File: src/rtl/fsub_pkg.sv
// Shared types and constants for the bit-serial subtractor slice.
// State encoding and default operand width used by fsub_4_seq.
package fsub_pkg;

    localparam int FSUB_WIDTH = 4;

    typedef enum logic [1:0] {
        IDLE = 2'd0,
        BUSY = 2'd1,
        DONE = 2'd2
    } state_e;

endpackage

File: src/rtl/fsub_4_seq_fsub.sv
// 1-bit full subtractor cell (a - b - bin), mirror of the full adder cell.
// Used as the single serial datapath stage of fsub_4_seq.
module fsub (
    input  logic a_i,
    input  logic b_i,
    input  logic bin_i,
    output logic diff_o,
    output logic bout_o
);

    assign diff_o = a_i ^ b_i ^ bin_i;
    assign bout_o = (~a_i & b_i) | (~(a_i ^ b_i) & bin_i);

endmodule

File: src/rtl/fsub_4_seq.sv
// Bit-serial subtractor: diff = a - b - bin, LSB first, one bit per clock.
// Optional signed-overflow output enabled by defining FSUB_4_SEQ_OVF_EN.
module fsub_4_seq
    import fsub_pkg::*;
#(
    parameter int WIDTH = FSUB_WIDTH
) (
    input  logic             clk,
    input  logic             rst,
    input  logic             start,
    input  logic [WIDTH-1:0] a,
    input  logic [WIDTH-1:0] b,
    input  logic             bin,
    output logic             busy,
    output logic             done,
    output logic [WIDTH-1:0] diff,
    output logic             bout
`ifdef FSUB_4_SEQ_OVF_EN
    ,
    output logic             ovf
`endif
);

    localparam int CNT_W = $clog2(WIDTH + 1);

    state_e             state_q, state_d;
    logic [CNT_W-1:0]   cnt_q, cnt_d;
    logic [WIDTH-1:0]   a_q, a_d;
    logic [WIDTH-1:0]   b_q, b_d;
    logic               br_q, br_d;
    logic [WIDTH-1:0]   res_q, res_d;
    logic [WIDTH-1:0]   diff_q, diff_d;
    logic               bout_q, bout_d;
    logic [WIDTH-1:0]   resShift;
    logic               bitDiff;
    logic               bitBout;
    logic               lastBit;
`ifdef FSUB_4_SEQ_OVF_EN
    logic               aMsb_q, aMsb_d;
    logic               bMsb_q, bMsb_d;
    logic               ovf_q, ovf_d;
`endif

    fsub u_stage (
        .a_i    (a_q[0]),
        .b_i    (b_q[0]),
        .bin_i  (br_q),
        .diff_o (bitDiff),
        .bout_o (bitBout)
    );

    assign lastBit = (cnt_q == CNT_W'(WIDTH - 1));

    // Result fills from the MSB end so the first (LSB) bit ends at position 0.
    always_comb begin
        state_d  = state_q;
        cnt_d    = cnt_q;
        a_d      = a_q;
        b_d      = b_q;
        br_d     = br_q;
        res_d    = res_q;
        diff_d   = diff_q;
        bout_d   = bout_q;
        resShift = res_q >> 1;
        resShift[WIDTH-1] = bitDiff;
`ifdef FSUB_4_SEQ_OVF_EN
        aMsb_d   = aMsb_q;
        bMsb_d   = bMsb_q;
        ovf_d    = ovf_q;
`endif
        case (state_q)
            IDLE, DONE: begin
                if (start) begin
                    a_d     = a;
                    b_d     = b;
                    br_d    = bin;
                    cnt_d   = '0;
                    state_d = BUSY;
`ifdef FSUB_4_SEQ_OVF_EN
                    aMsb_d  = a[WIDTH-1];
                    bMsb_d  = b[WIDTH-1];
`endif
                end else begin
                    state_d = IDLE;
                end
            end
            BUSY: begin
                a_d   = a_q >> 1;
                b_d   = b_q >> 1;
                br_d  = bitBout;
                res_d = resShift;
                cnt_d = cnt_q + CNT_W'(1);
                if (lastBit) begin
                    diff_d  = resShift;
                    bout_d  = bitBout;
                    state_d = DONE;
`ifdef FSUB_4_SEQ_OVF_EN
                    ovf_d   = (aMsb_q ^ bMsb_q) & (bitDiff ^ aMsb_q);
`endif
                end
            end
            default: state_d = IDLE;
        endcase
    end

    always_ff @(posedge clk) begin
        if (rst) begin
            state_q <= IDLE;
            cnt_q   <= '0;
            a_q     <= '0;
            b_q     <= '0;
            br_q    <= 1'b0;
            res_q   <= '0;
            diff_q  <= '0;
            bout_q  <= 1'b0;
`ifdef FSUB_4_SEQ_OVF_EN
            aMsb_q  <= 1'b0;
            bMsb_q  <= 1'b0;
            ovf_q   <= 1'b0;
`endif
        end else begin
            state_q <= state_d;
            cnt_q   <= cnt_d;
            a_q     <= a_d;
            b_q     <= b_d;
            br_q    <= br_d;
            res_q   <= res_d;
            diff_q  <= diff_d;
            bout_q  <= bout_d;
`ifdef FSUB_4_SEQ_OVF_EN
            aMsb_q  <= aMsb_d;
            bMsb_q  <= bMsb_d;
            ovf_q   <= ovf_d;
`endif
        end
    end

    assign busy = (state_q == BUSY);
    assign done = (state_q == DONE);
    assign diff = diff_q;
    assign bout = bout_q;
`ifdef FSUB_4_SEQ_OVF_EN
    assign ovf  = ovf_q;
`endif

endmodule

File: config.mk
export PLATFORM = sky130hd
export DESIGN_NAME = fsub_4_seq
export DESIGN_NICKNAME = d
export VERILOG_FILES = /design/src/rtl/fsub_pkg.sv /design/src/rtl/fsub_4_seq_fsub.sv /design/src/rtl/fsub_4_seq.sv
export SDC_FILE = /design/constraint.sdc
export NUM_CORES = 1
export LEC_CHECK = 0
export CORE_ASPECT_RATIO = 1.4
export CORE_MARGIN = 4
export CORE_UTILIZATION = 34
export DETAILED_ROUTE_END_ITERATION = 7
export DONT_BUFFER_PORTS = 1
export PLACE_DENSITY = 0.57
export SYNTH_ARGS = -nofsm -noshare
export SYNTH_HDL_FRONTEND = slang
export SYNTH_SLANG_ARGS = --single-unit
export TNS_END_PERCENT = 30
File: constraint.sdc
create_clock -name clk -period 1.5 [get_ports clk]
set_clock_uncertainty 0.15 [all_clocks]
set_input_delay 0.3 -clock clk [delete_from_list [all_inputs] [get_ports clk]]
set_output_delay 0.3 -clock clk [all_outputs]
set_load 0.05 [all_outputs]
==> metrics.txt <==
DR iter-0 viols 3; Max Slew Vio Count 0; Placeable Area 2850 µm²; worst path required time between 1 and 1.5 ns; pwr dens 1160 nW/µm²; CTS root buf clkbuf_8; arrival time at the worst endpoint 1.01 ns; Final min period 1.46 ns; drt drc 0; r2r worst-path depth 4; CTS clk-pin slew, worst paths around 0.08 ns; element type at the critical path end output port; status finished with violations; CP max FO 3; largest net degree at the start of global routing 23; antenna-violating nets left 0; Max clock buf depth 2; total congestion overflow 0; # setup viols final 0; DRT Pass-1 Iters 2; yosys synthesis warning count 0; VDD IR max 0.000671 V; Syn Nets 126; RSZ-0062 raised after global routing false; Fmax just under 700 MHz; Die W 53.8 µm; die area between 3000 and 4000 µm²; #FFs+latches synth 22; H-tree depth 1; post-synthesis sequential area ratio 44.1%; Worst-Margin Slew 0.260 ns; class of the worst hold path primary input to register; final WL 1880 µm; failing checks negative hold slack; vias in the first global route 771; commonest non-fill, non-tap cells in the layout nand2_1 (25), dfxtp_1 (21), a21oi_1 (12), buf_4 (11), nor2_1 (8); Initial Util around a third; CTS Sinks 22; worst skew pair latency 0.26 ns; crit-path max cell delay 0.33 ns; Reg-to-Reg Start cnt_q[0]; Reg2Reg Capture Point bout; setup TNS 0 ns; layout cells sized above 1 approximately 25%; slowest CP cell dfxtp_1; nature of the critical path startpoint register; Hold Violations, Final 22; Power Total roughly 1300 µW; critical path startpoint state_q[1]; Avg WL per Cell approximately 12 µm; Mapped Cells between 100 and 150; I/O Pins 19; worst setup path end busy; instance area at placement 1070 µm²; total of max-cap violations 0; Final Util 40.4%; IO buf count 0; setup slack, reg-to-reg 0.08 ns; num rows 23; via count 764; cell area after synthesis 1000 µm²; cell area after layout roughly 1100 µm²; first-pass GRT wire length 3270 µm; Diodes inserted 0; area grow syn2layout 15.0%; crit path kind register to output port; routed vias/inst between 4 and 5; routability cong. 0.747; GRT Total Usage 11.2%; cells along the critical path nand2b_2 > inv_4 > buf_12; Synth cell types 23; CTS tree done; Mean Syn Cell Area 9.01 µm²; leakage 0.000415 µW; Nets 134; Tcrit/Tclk final 97.1%; commonest non-fill, non-tap cell in the layout nand2_1; initial antenna violation count 0; dpl hpwl about 1300 µm; FILL cells 313; total CTS buffers 3; WHS -0.0652 ns; Die Y 72.2 µm; slew margin rel. 82.7%
[cells by family (layout without fill, tap and decap cells)]
logic type / after synthesis / count (layout) / share of synthesized area, %
DFF: 22 / 22 / 44.1
buffers and inverters: 13 / 20 / 9.14
AOI/OAI and AO/OA: 23 / 23 / 18.6
and+or+nand+nor: 50 / 50 / 23.7
adders and majority gates: 3 / 3 / 4.51
[state kept, by name (all words and copies together) (netlist names)]
name     cells
a_q          4
b_q          4
diff         4
cnt_q        3
res_q        3
state_q      2
bout         1
br_q         1
[synth_stat cells, drive strengths merged]
master | count | area share [%]
nand2 | 25 | 9.4
dfxtp | 22 | 44
a21oi | 14 | 7.8
nand3 | 10 | 6.5
buf | 8 | 7.0
nor2 | 8 | 3.0
a311oi | 7 | 9.3
inv | 4 | 1.8
nand2b | 4 | 2.8
ha | 2 | 2.5
nor2b | 2 | 1.3
a2bb2oi | 1 | 0.88
clkbuf | 1 | 0.38
fa | 1 | 2.0
nand3b | 1 | 0.75
o21a | 1 | 0.75
[per-layer routing]
layer / up-vias / track usage, % / share of wire [%]
li1: 386 / - / -
met1: 360 / 12.5 / 42
met2: 16 / 19.3 / 51
met5: - / 0 / 0
met3: 2 / 3.08 / 6.3
met4: 0 / 4.26 / 0.75
[per-stage QoR]
stage	setup slack, ns	std cells
global route	0.00113	155
floorplan	0.0275	111
finish	0.0438	155
CTS	0.0178	155
global placement	0.107	150
detailed placement	0.0966	150
[repair_timing]
item	4_1_cts	5_1_grt
gates resized for setup	1	1
endpoints found under the setup margin	1	1
setup buffers	1	0
endpoints found under the hold margin	22	22
[worst min path at each step]
stage,endpoint,start,cells after the start
2_1_floorplan,b_q[0],rst,1
3_3_place_gp,diff[3],rst,1
3_5_place_dp,diff[3],rst,1
4_1_cts,diff[2],rst,1
5_1_grt,diff[2],rst,1
6_report,diff[2],rst,1
[worst max-delay path: cells and delay by family (launching register included)]
family                 cells  cell delay (ns)
and+or+nand+nor            1             0.21
DFF                        1             0.33
buffers and inverters      2             0.21
[report_power, final]
group | internal (µW) | switching [µW] | total (µW)
combinational | 67.6 | 89.8 | 157
sequential | 615 | 19.0 | 634
clock | 356 | 191 | 547
[layout make-up]
type | instances | area [µm²] | area share, %
Multi-Input combinational cell | 76 | 470 | 40.9
Sequential cell | 22 | 442 | 38.4
Timing Repair Buffer | 12 | 103 | 8.92
Tap cell | 37 | 46.3 | 4.03
Clock buffer | 3 | 41.3 | 3.59
Clock inverter | 1 | 30.0 | 2.61
Inverter | 4 | 17.5 | 1.52
Note: power is estimated with default switching activity, not from simulation.
